### config.mk
export PLATFORM = sky130hd
export DESIGN_NAME = unet_host_driver
export DESIGN_NICKNAME = d
export VERILOG_FILES = /design/src/rtl/unet_host_driver.sv
export SDC_FILE = /design/constraint.sdc
export NUM_CORES = 1
export LEC_CHECK = 0
export CAP_MARGIN = 0
export CORE_UTILIZATION = 41
export DETAILED_ROUTE_END_ITERATION = 8
export PLACE_DENSITY = 0.88
export SYNTH_ARGS = -nofsm -noshare
export SYNTH_HDL_FRONTEND = slang
export SYNTH_SLANG_ARGS = --single-unit
### constraint.sdc
create_clock -name axi_clk -period 5.7 [get_ports axi_clk]
set_input_delay 1.71 -clock axi_clk [delete_from_list [all_inputs] [get_ports axi_clk]]
set_output_delay 1.71 -clock axi_clk [all_outputs]
set_load 0.01 [all_outputs]
### src/rtl/unet_host_driver.sv
// Host-side initiator for one UNET inference: kicks ap_start over AXI-Lite, streams a frame in,
// drains the results and polls the control register until ap_done before pulsing done.
module unet_host_driver #(
  parameter int unsigned pADDR_WIDTH = 12,
  parameter int unsigned pDATA_WIDTH = 32,
  parameter int unsigned IN_WORDS    = 12288,
  parameter int unsigned OUT_WORDS   = 12288,
  parameter int unsigned POLL_GAP    = 16
) (
  input  logic                   axi_clk,
  input  logic                   rst,
  input  logic                   start,
  output logic                   busy,
  output logic                   done,
  input  logic                   pix_valid,
  input  logic [11:0]            pix_data,
  output logic                   pix_ready,
  output logic                   res_valid,
  output logic [11:0]            res_data,
  input  logic                   res_ready,
  output logic                   awvalid,
  output logic [pADDR_WIDTH-1:0] awaddr,
  input  logic                   awready,
  output logic                   wvalid,
  output logic [pDATA_WIDTH-1:0] wdata,
  output logic [3:0]             wstrb,
  input  logic                   wready,
  output logic                   arvalid,
  output logic [pADDR_WIDTH-1:0] araddr,
  input  logic                   arready,
  input  logic                   rvalid,
  input  logic [pDATA_WIDTH-1:0] rdata,
  output logic                   rready,
  output logic                   ss_tvalid,
  output logic [pDATA_WIDTH-1:0] ss_tdata,
  output logic [1:0]             ss_tuser,
  output logic [3:0]             ss_tstrb,
  output logic [3:0]             ss_tkeep,
  output logic                   ss_tlast,
  input  logic                   ss_tready,
  input  logic                   sm_tvalid,
  input  logic [pDATA_WIDTH-1:0] sm_tdata,
  output logic                   sm_tready
);

  localparam int unsigned InW  = $clog2(IN_WORDS + 1);
  localparam int unsigned OutW = $clog2(OUT_WORDS + 1);
  localparam int unsigned GapW = $clog2(POLL_GAP + 1);

  localparam logic [InW-1:0]  InMax   = InW'(IN_WORDS);
  localparam logic [InW-1:0]  InLast  = InW'(IN_WORDS - 1);
  localparam logic [OutW-1:0] OutMax  = OutW'(OUT_WORDS);
  localparam logic [GapW-1:0] GapLast = GapW'(POLL_GAP - 1);

  typedef enum logic [2:0] {
    StIdle, StWrStart, StStream, StPollAr, StPollR, StGap, StDone
  } state_e;

  state_e                 state_q;
  logic [InW-1:0]         in_cnt_q;
  logic [OutW-1:0]        out_cnt_q;
  logic [GapW-1:0]        gap_cnt_q;
  logic                   aw_ok_q, w_ok_q;
  logic                   awvalid_q, wvalid_q, arvalid_q, rready_q, done_q;
  logic [pADDR_WIDTH-1:0] awaddr_q, araddr_q;
  logic [pDATA_WIDTH-1:0] wdata_q;
  logic [3:0]             wstrb_q;

  logic streaming, in_open, out_open;
  logic aw_fire, w_fire;
  logic unused_bits;

  assign streaming = (state_q == StStream);
  // Counters saturate at their limit, which also closes the corresponding stream.
  assign in_open   = streaming && (in_cnt_q != InMax);
  assign out_open  = streaming && (out_cnt_q != OutMax);

  assign ss_tvalid = in_open && pix_valid;
  assign pix_ready = in_open && ss_tready;
  assign ss_tdata  = streaming ? {{(pDATA_WIDTH - 12){1'b0}}, pix_data} : '0;
  assign ss_tlast  = streaming && (in_cnt_q == InLast);
  assign ss_tuser  = 2'b00;
  assign ss_tstrb  = streaming ? 4'hF : 4'h0;
  assign ss_tkeep  = streaming ? 4'hF : 4'h0;

  assign res_valid = out_open && sm_tvalid;
  assign sm_tready = out_open && res_ready;
  assign res_data  = streaming ? sm_tdata[11:0] : 12'h000;

  assign busy    = (state_q != StIdle);
  assign done    = done_q;
  assign awvalid = awvalid_q;
  assign awaddr  = awaddr_q;
  assign wvalid  = wvalid_q;
  assign wdata   = wdata_q;
  assign wstrb   = wstrb_q;
  assign arvalid = arvalid_q;
  assign araddr  = araddr_q;
  assign rready  = rready_q;

  assign aw_fire = awvalid_q && awready;
  assign w_fire  = wvalid_q && wready;

  assign unused_bits = ^{rdata[pDATA_WIDTH-1:2], rdata[0], sm_tdata[pDATA_WIDTH-1:12]};

  always_ff @(posedge axi_clk or posedge rst) begin
    if (rst) begin
      state_q   <= StIdle;
      in_cnt_q  <= '0;
      out_cnt_q <= '0;
      gap_cnt_q <= '0;
      aw_ok_q   <= 1'b0;
      w_ok_q    <= 1'b0;
      awvalid_q <= 1'b0;
      wvalid_q  <= 1'b0;
      arvalid_q <= 1'b0;
      rready_q  <= 1'b0;
      done_q    <= 1'b0;
      awaddr_q  <= '0;
      araddr_q  <= '0;
      wdata_q   <= '0;
      wstrb_q   <= 4'h0;
    end else begin
      done_q <= 1'b0;
      unique case (state_q)
        StIdle: begin
          in_cnt_q  <= '0;
          out_cnt_q <= '0;
          gap_cnt_q <= '0;
          aw_ok_q   <= 1'b0;
          w_ok_q    <= 1'b0;
          if (start) begin
            state_q   <= StWrStart;
            awvalid_q <= 1'b1;
            wvalid_q  <= 1'b1;
            awaddr_q  <= '0;
            wdata_q   <= {{(pDATA_WIDTH - 1){1'b0}}, 1'b1};
            wstrb_q   <= 4'h1;
          end
        end
        StWrStart: begin
          // AW and W complete independently; each valid drops on its own handshake.
          if (aw_fire) begin
            awvalid_q <= 1'b0;
            aw_ok_q   <= 1'b1;
          end
          if (w_fire) begin
            wvalid_q <= 1'b0;
            w_ok_q   <= 1'b1;
          end
          if ((aw_ok_q || aw_fire) && (w_ok_q || w_fire)) begin
            state_q <= StStream;
            wdata_q <= '0;
            wstrb_q <= 4'h0;
          end
        end
        StStream: begin
          if (ss_tvalid && ss_tready) in_cnt_q <= in_cnt_q + 1'b1;
          if (res_valid && res_ready) out_cnt_q <= out_cnt_q + 1'b1;
          if ((in_cnt_q == InMax) && (out_cnt_q == OutMax)) begin
            state_q   <= StPollAr;
            arvalid_q <= 1'b1;
            araddr_q  <= '0;
          end
        end
        StPollAr: begin
          if (arready) begin
            arvalid_q <= 1'b0;
            rready_q  <= 1'b1;
            state_q   <= StPollR;
          end
        end
        StPollR: begin
          if (rvalid) begin
            rready_q <= 1'b0;
            if (rdata[1]) begin
              state_q <= StDone;
              done_q  <= 1'b1;
            end else begin
              state_q   <= StGap;
              gap_cnt_q <= '0;
            end
          end
        end
        StGap: begin
          if (gap_cnt_q == GapLast) begin
            gap_cnt_q <= '0;
            arvalid_q <= 1'b1;
            state_q   <= StPollAr;
          end else begin
            gap_cnt_q <= gap_cnt_q + 1'b1;
          end
        end
        StDone: state_q <= StIdle;
        default: state_q <= StIdle;
      endcase
    end
  end

endmodule
==> results.sh, run 1 <==
export IMPL_final_min_clock_period_ns=4.71
export IMPL_fp_dieH_um=93.7
export IMPL_worst_path_max_delay_cell="inv_2"
export IMPL_leakagePower_uw=0.00179
export IMPL_start_util=0.422
export IMPL_crit_path_start="state_q[1]"
export IMPL_timing_fmax_mhz=212
export IMPL_holdCritPathClass="reg -> reg"
export IMPL_ant_nets=0
export IMPL_yosys_cell_types_count=50
export IMPL_synth_edff_count=0
export IMPL_place_area_um2=3950
export IMPL_drive_gt1_frac=0.0360
export IMPL_ctsResizeCount=0
export IMPL_worstHoldStart="in_cnt_q[10]"
export IMPL_cts_root_buf="clkbuf_8"
export IMPL_final_hold_viol_count=0
export IMPL_drc=0
export IMPL_via_per_inst=5.21
export IMPL_fp_row_count=33
export IMPL_hpwl_um=5380
export IMPL_cts_max_level=2
export IMPL_cellPowerDensity_nw_per_um2=312
export IMPL_final_cell_mix="conb_1 (80), clkdlybuf4s50_1 (80), dfrtp_1 (44)"
export IMPL_status="complete, no violations"
export IMPL_grt_overflow_total=0
export IMPL_path_cells="nand3_1 > inv_2 > and3_1 > clkdlybuf4s50_1"
export IMPL_critPathLaunchType="register"
export IMPL_register_area_um2=1100
export IMPL_r2r_start="state_q[1]"
export IMPL_cts_tree="done"
export IMPL_grt_pass1_vias=2749
export IMPL_stdcell_area_um2=4080
export IMPL_grt_max_degree=58
export IMPL_ir_drop_mv=0.136
export IMPL_fin_crit_sh=0.826
export IMPL_numClockSinks=44
export IMPL_crit_type="reg -> out"
export IMPL_setup_tns_ns=0
export IMPL_io_buffer_count=80
export IMPL_path_clk_slew_ns=0.08
export IMPL_area_growth_pct=18.2
export IMPL_netlist_area_um2=3450
export IMPL_timing_slew_headroom=0.479
export IMPL_critPathBufInv=2
export IMPL_async_flop_share=1.00
export IMPL_timing_max_transition_violations_final=0
export IMPL_core_um2=8180
export IMPL_synthTopCellsByArea="dfrtp_1 (32%), buf_4 (20%), a31oi_1 (5.4%)"
export IMPL_synth_seq_cells=44
export IMPL_drv_cap=0
export IMPL_antenna_cells=0
export IMPL_grt_first_pass_wirelength_um=12400
export IMPL_fin_nets=564
export IMPL_critPathCaptureType="output port"
export IMPL_via_count=3006
export IMPL_fin_worst_skew_ns=0.0141
export IMPL_tightest_slew_ns=0.781
export IMPL_synth_top_area_cell="dfrtp_1"
export IMPL_drt_initial_drc_count=233
export IMPL_synth_yosys_seq_area_share=0.319
export IMPL_synth_main_ff_cell="dfrtp_1"
export IMPL_die_w_um=93.7
export IMPL_post_drt_wl_per_cell_um=13.3
export IMPL_cts_setup_buffers=0
export IMPL_dr_pass1_iters=5
export IMPL_dieArea_um2=8790
export IMPL_max_clock_path_buffers=2
export IMPL_cpPeakStageDelay_ns=0.75
export IMPL_cp_required_ns=3.99
export IMPL_track_usage=0.174
export IMPL_fill_cells=756
export IMPL_cts_buffers=5
export IMPL_synth_avg_cell_area_um2=8.42
export IMPL_holdBufCountCts=0
export IMPL_clk_latency_ns=0.31
export IMPL_antenna_found_initial=0
export IMPL_crit_fanout=57
export IMPL_synthCells=410
export IMPL_finalPower_uw=1270
export IMPL_gp_congestion=0.846
export IMPL_multi_input_comb_area_um2=1840
export IMPL_ioPinCount=212
export IMPL_finalSetupViolations=0
export IMPL_synth_top_area_frac=0.319
export IMPL_cp_top_family="buffers and inverters"
export IMPL_arrival_ns=3.00
export IMPL_yosys_warnings=0
export IMPL_wl_um=7680
export IMPL_rsz0062_at_grt="no"
-- cell usage after synthesis, types with 8 or more instances --
| cell | count |
|---|---|
| buf_4 | 90 |
| dfrtp_1 | 44 |
| nor2_1 | 18 |
| nand2_1 | 19 |
| nand3_1 | 15 |
| o21ai_1 | 9 |
| nand4_1 | 8 |
| and3_1 | 12 |
| a31oi_1 | 30 |
| clkbuf_1 | 11 |
| nand2b_1 | 10 |
| and2_1 | 25 |
| o21ai_0 | 10 |
| a21oi_1 | 10 |
| inv_1 | 16 |
-- flip-flops by register name (all words and copies together) (netlist names) --
signal     cells
in_cnt_q      14
out_cnt_q     14
gap_cnt_q      5
state_q        3
arvalid        1
aw_ok_q        1
awvalid        1
done           1
rready         1
w_ok_q         1
wstrb          1
wvalid         1
-- final timing paths --
kind | cells after the start | end | slack [ns]
setup / recovery | 4 | res_valid | 0.99
hold / removal | 1 | in_cnt_q[10] | 0.51
min in group asynchronous | 3 | out_cnt_q[3] | 1.85
hold reg to reg | 1 | in_cnt_q[10] | 0.51
max in group asynchronous | 3 | state_q[1] | 3.47
setup reg to reg | 5 | out_cnt_q[12] | 2.65
-- where the power goes --
group,switching (uW),internal [uW],total (uW)
Clock,109,173,282
Combinational,309,265,574
Sequential,63.6,354,417
Total,482,791,1270
-- area by class of cell --
| type | instances | area share |
|---|---|---|
| Multi-Input combinational cell | 321 | 0.451 |
| Sequential cell | 44 | 0.270 |
| Timing Repair Buffer | 81 | 0.198 |
| Tap cell | 105 | 0.0322 |
| Inverter | 19 | 0.0175 |
| Clock buffer | 5 | 0.0169 |
| Clock inverter | 2 | 0.0147 |
-- routing by layer --
metal	routed length, um	share of wire	track usage
met4	83	0.011	0.0718
met1	3280	0.43	0.215
met3	386	0.050	0.0259
met2	3930	0.51	0.303
met5	0	0	0
-- kinds of logic (layout without fill, tap and decap cells) --
family | count (synthesis) | count (layout) | synth area share
AND/OR/NAND/NOR | 137 | 137 | 0.232
buffers and inverters | 124 | 107 | 0.234
AO/OA/AOI/OAI | 96 | 96 | 0.186
flip-flops | 44 | 44 | 0.319
adder cells (fa/ha/maj) | 5 | 5 | 0.0181
multiplexers | 3 | 3 | 0.00906
other | 1 | 80 | 0.00109
-- stage by stage --
stage | setup WS (ns) | cells | util | hold slack, ns
after CTS | 1.02 | 577 | 0.499 | 0.510
after floorplan | 2.11 | 489 | - | 0.463
after global routing | 0.818 | 577 | 0.499 | 0.536
after global placement | 1.10 | 570 | 0.483 | 0.483
after detailed placement | 1.06 | 570 | 0.483 | 0.496
final | 0.991 | 577 | 0.499 | 0.508
Note: power is estimated with default switching activity, not from simulation.
==> inputs of run 2 (changes only) <==
- CORE_UTILIZATION: 41 -> 34
- PLACE_DENSITY: 0.88 -> 0.78
- clock period: 5.7 -> 4.09 ns (I/O delays scaled with it)
==> run 2 against run 1 <==
Count of clock-buffer cells in the layout stayed put. First-iteration DRC count is 20% lower. Non-clock buffer count is 5 higher. Via count is 0.17% lower. Largest power group unchanged. Power grew 36%.
==> results.sh, run 2 (synthesis gave the netlist of run 1 again) <==
export IMPL_status="complete, no violations"
export IMPL_crit_fanout=3
export IMPL_timing_slew_headroom=0.554
export IMPL_antenna_cells=0
export IMPL_cp_required_ns=2.86
export IMPL_ctsResizeCount=0
export IMPL_ioPinCount=212
export IMPL_holdBufCountCts=0
export IMPL_cpPeakStageDelay_ns=0.55
export IMPL_worst_path_max_delay_cell="clkdlybuf4s50_1"
export IMPL_grt_first_pass_wirelength_um=11900
export IMPL_fp_dieH_um=103
export IMPL_dieArea_um2=10600
export IMPL_post_drt_wl_per_cell_um=12.7
export IMPL_start_util=0.351
export IMPL_leakagePower_uw=0.00181
export IMPL_cp_top_family="buffers and inverters"
export IMPL_final_hold_viol_count=0
export IMPL_critPathLaunchType="primary input"
export IMPL_grt_overflow_total=0
export IMPL_final_min_clock_period_ns=3.67
export IMPL_finalSetupViolations=0
export IMPL_track_usage=0.139
export IMPL_drv_cap=0
export IMPL_numClockSinks=44
export IMPL_dp_worst_setup_slack_ns=0.404
export IMPL_drive_gt1_frac=0.0481
export IMPL_timing_max_transition_violations_final=0
export IMPL_dr_pass1_iters=4
export IMPL_crit_type="in -> out"
export IMPL_cts_max_level=2
export IMPL_via_count=3001
export IMPL_critPathBufInv=2
export IMPL_holdCritPathClass="reg -> reg"
export IMPL_cts_buffers=5
export IMPL_fill_cells=971
export IMPL_via_per_inst=4.91
export IMPL_drc=0
export IMPL_cts_setup_buffers=0
export IMPL_io_buffer_count=80
export IMPL_crit_top_cell="clkdlybuf4s50_1"
export IMPL_fin_nets=569
export IMPL_tightest_slew_ns=0.668
export IMPL_core_um2=9820
export IMPL_path_clk_slew_ns=0.09
export IMPL_grt_pass1_vias=2522
export IMPL_wl_um=7760
export IMPL_ir_drop_mv=0.157
export IMPL_setup_tns_ns=0
export IMPL_drt_initial_drc_count=187
export IMPL_cts_tree="done"
export IMPL_gp_congestion=0.836
export IMPL_critPathCaptureType="output port"
export IMPL_fp_row_count=36
export IMPL_area_growth_pct=19.9
export IMPL_path_cells="clkdlybuf4s50_1 > and3_1 > clkdlybuf4s50_1"
export IMPL_timing_fmax_mhz=273
export IMPL_antenna_found_initial=0
export IMPL_cellPowerDensity_nw_per_um2=419
export IMPL_final_cell_mix="conb_1 (80), clkdlybuf4s50_1 (80), dfrtp_1 (44)"
export IMPL_max_clock_path_buffers=2
export IMPL_fin_worst_skew_ns=0.0151
export IMPL_top_regs="in_cnt_q: 14 flops, out_cnt_q: 14 flops, gap_cnt_q: 5 flops"
export IMPL_die_w_um=103
export IMPL_fin_crit_sh=0.897
export IMPL_ant_nets=0
export IMPL_cts_root_buf="clkbuf_8"
export IMPL_worstHoldStart="aw_ok_q"
export IMPL_crit_path_start="sm_tvalid"
export IMPL_arrival_ns=2.44
export IMPL_grt_max_degree=45
export IMPL_clk_latency_ns=0.30
export IMPL_setup_ws_ns=0.422
export IMPL_r2r_start="state_q[0]"
export IMPL_rsz0062_at_grt="no"
export IMPL_utilization=0.422
export IMPL_hpwl_um=5710
-- run 2: cell count changes in the layout (fill, tap and decap cells not counted), sizes merged --
cell,before,now
buf,1,6
bufinv,2,1
clkinv,0,2
-- run 2: layer usage --
| layer | GRT usage | vias up | part of all wire |
|---|---|---|---|
| li1 | - | 1432 | - |
| met1 | 0.185 | 1451 | 0.42 |
| met2 | 0.236 | 114 | 0.52 |
| met3 | 0.0244 | 4 | 0.055 |
| met4 | 0.0282 | 0 | 0.0041 |
| met5 | 0 | - | 0 |
-- run 2: worst paths after layout --
kind | slack, ns | endpoint | depth (start not counted)
setup / recovery | 0.42 | res_valid | 3
setup reg to reg | 1.74 | out_cnt_q[1] | 7
hold reg to reg | 0.50 | aw_ok_q | 2
max in group asynchronous | 2.32 | out_cnt_q[10] | 3
hold / removal | 0.50 | aw_ok_q | 2
min in group asynchronous | 1.37 | done | 3
-- run 2: worst register-to-register path, stage by stage (launching register included) --
cell	delay, ns
dfrtp_1	0.56
inv_2	0.13
nand3_1	0.13
inv_2	0.10
buf_4	0.25
nand3_1	0.19
o21ai_2	0.57
mux2i_1	0.32
-- run 2: where the power goes --
part           leakage [uW]  switching (uW)  internal (uW)
clock network     0.0000583             157            184
registers          0.000586            87.4            493
logic               0.00117             434            381
-- run 2: per-stage QoR --
stage | std cells | cell area [um^2] | total power, uW | hold slack, ns
after floorplan | 489 | 3750 | 1160 | 0.463
after global placement | 603 | 4020 | 1380 | 0.486
after detailed placement | 603 | 4020 | 1410 | 0.488
after CTS | 611 | 4140 | 1760 | 0.512
after global routing | 611 | 4140 | 1860 | 0.536
final | 611 | 4140 | 1740 | 0.505
-- run 2: layout make-up --
type / instances / area [um^2] / share of cell area
clock buffers: 5 / 68.8 / 0.0166
clock inverters: 3 / 47.5 / 0.0115
inverters: 19 / 71.3 / 0.0172
multi-input cells: 321 / 1840 / 0.444
flip-flops and latches: 44 / 1100 / 0.266
well taps: 133 / 166 / 0.0402
repair buffers: 86 / 846 / 0.204
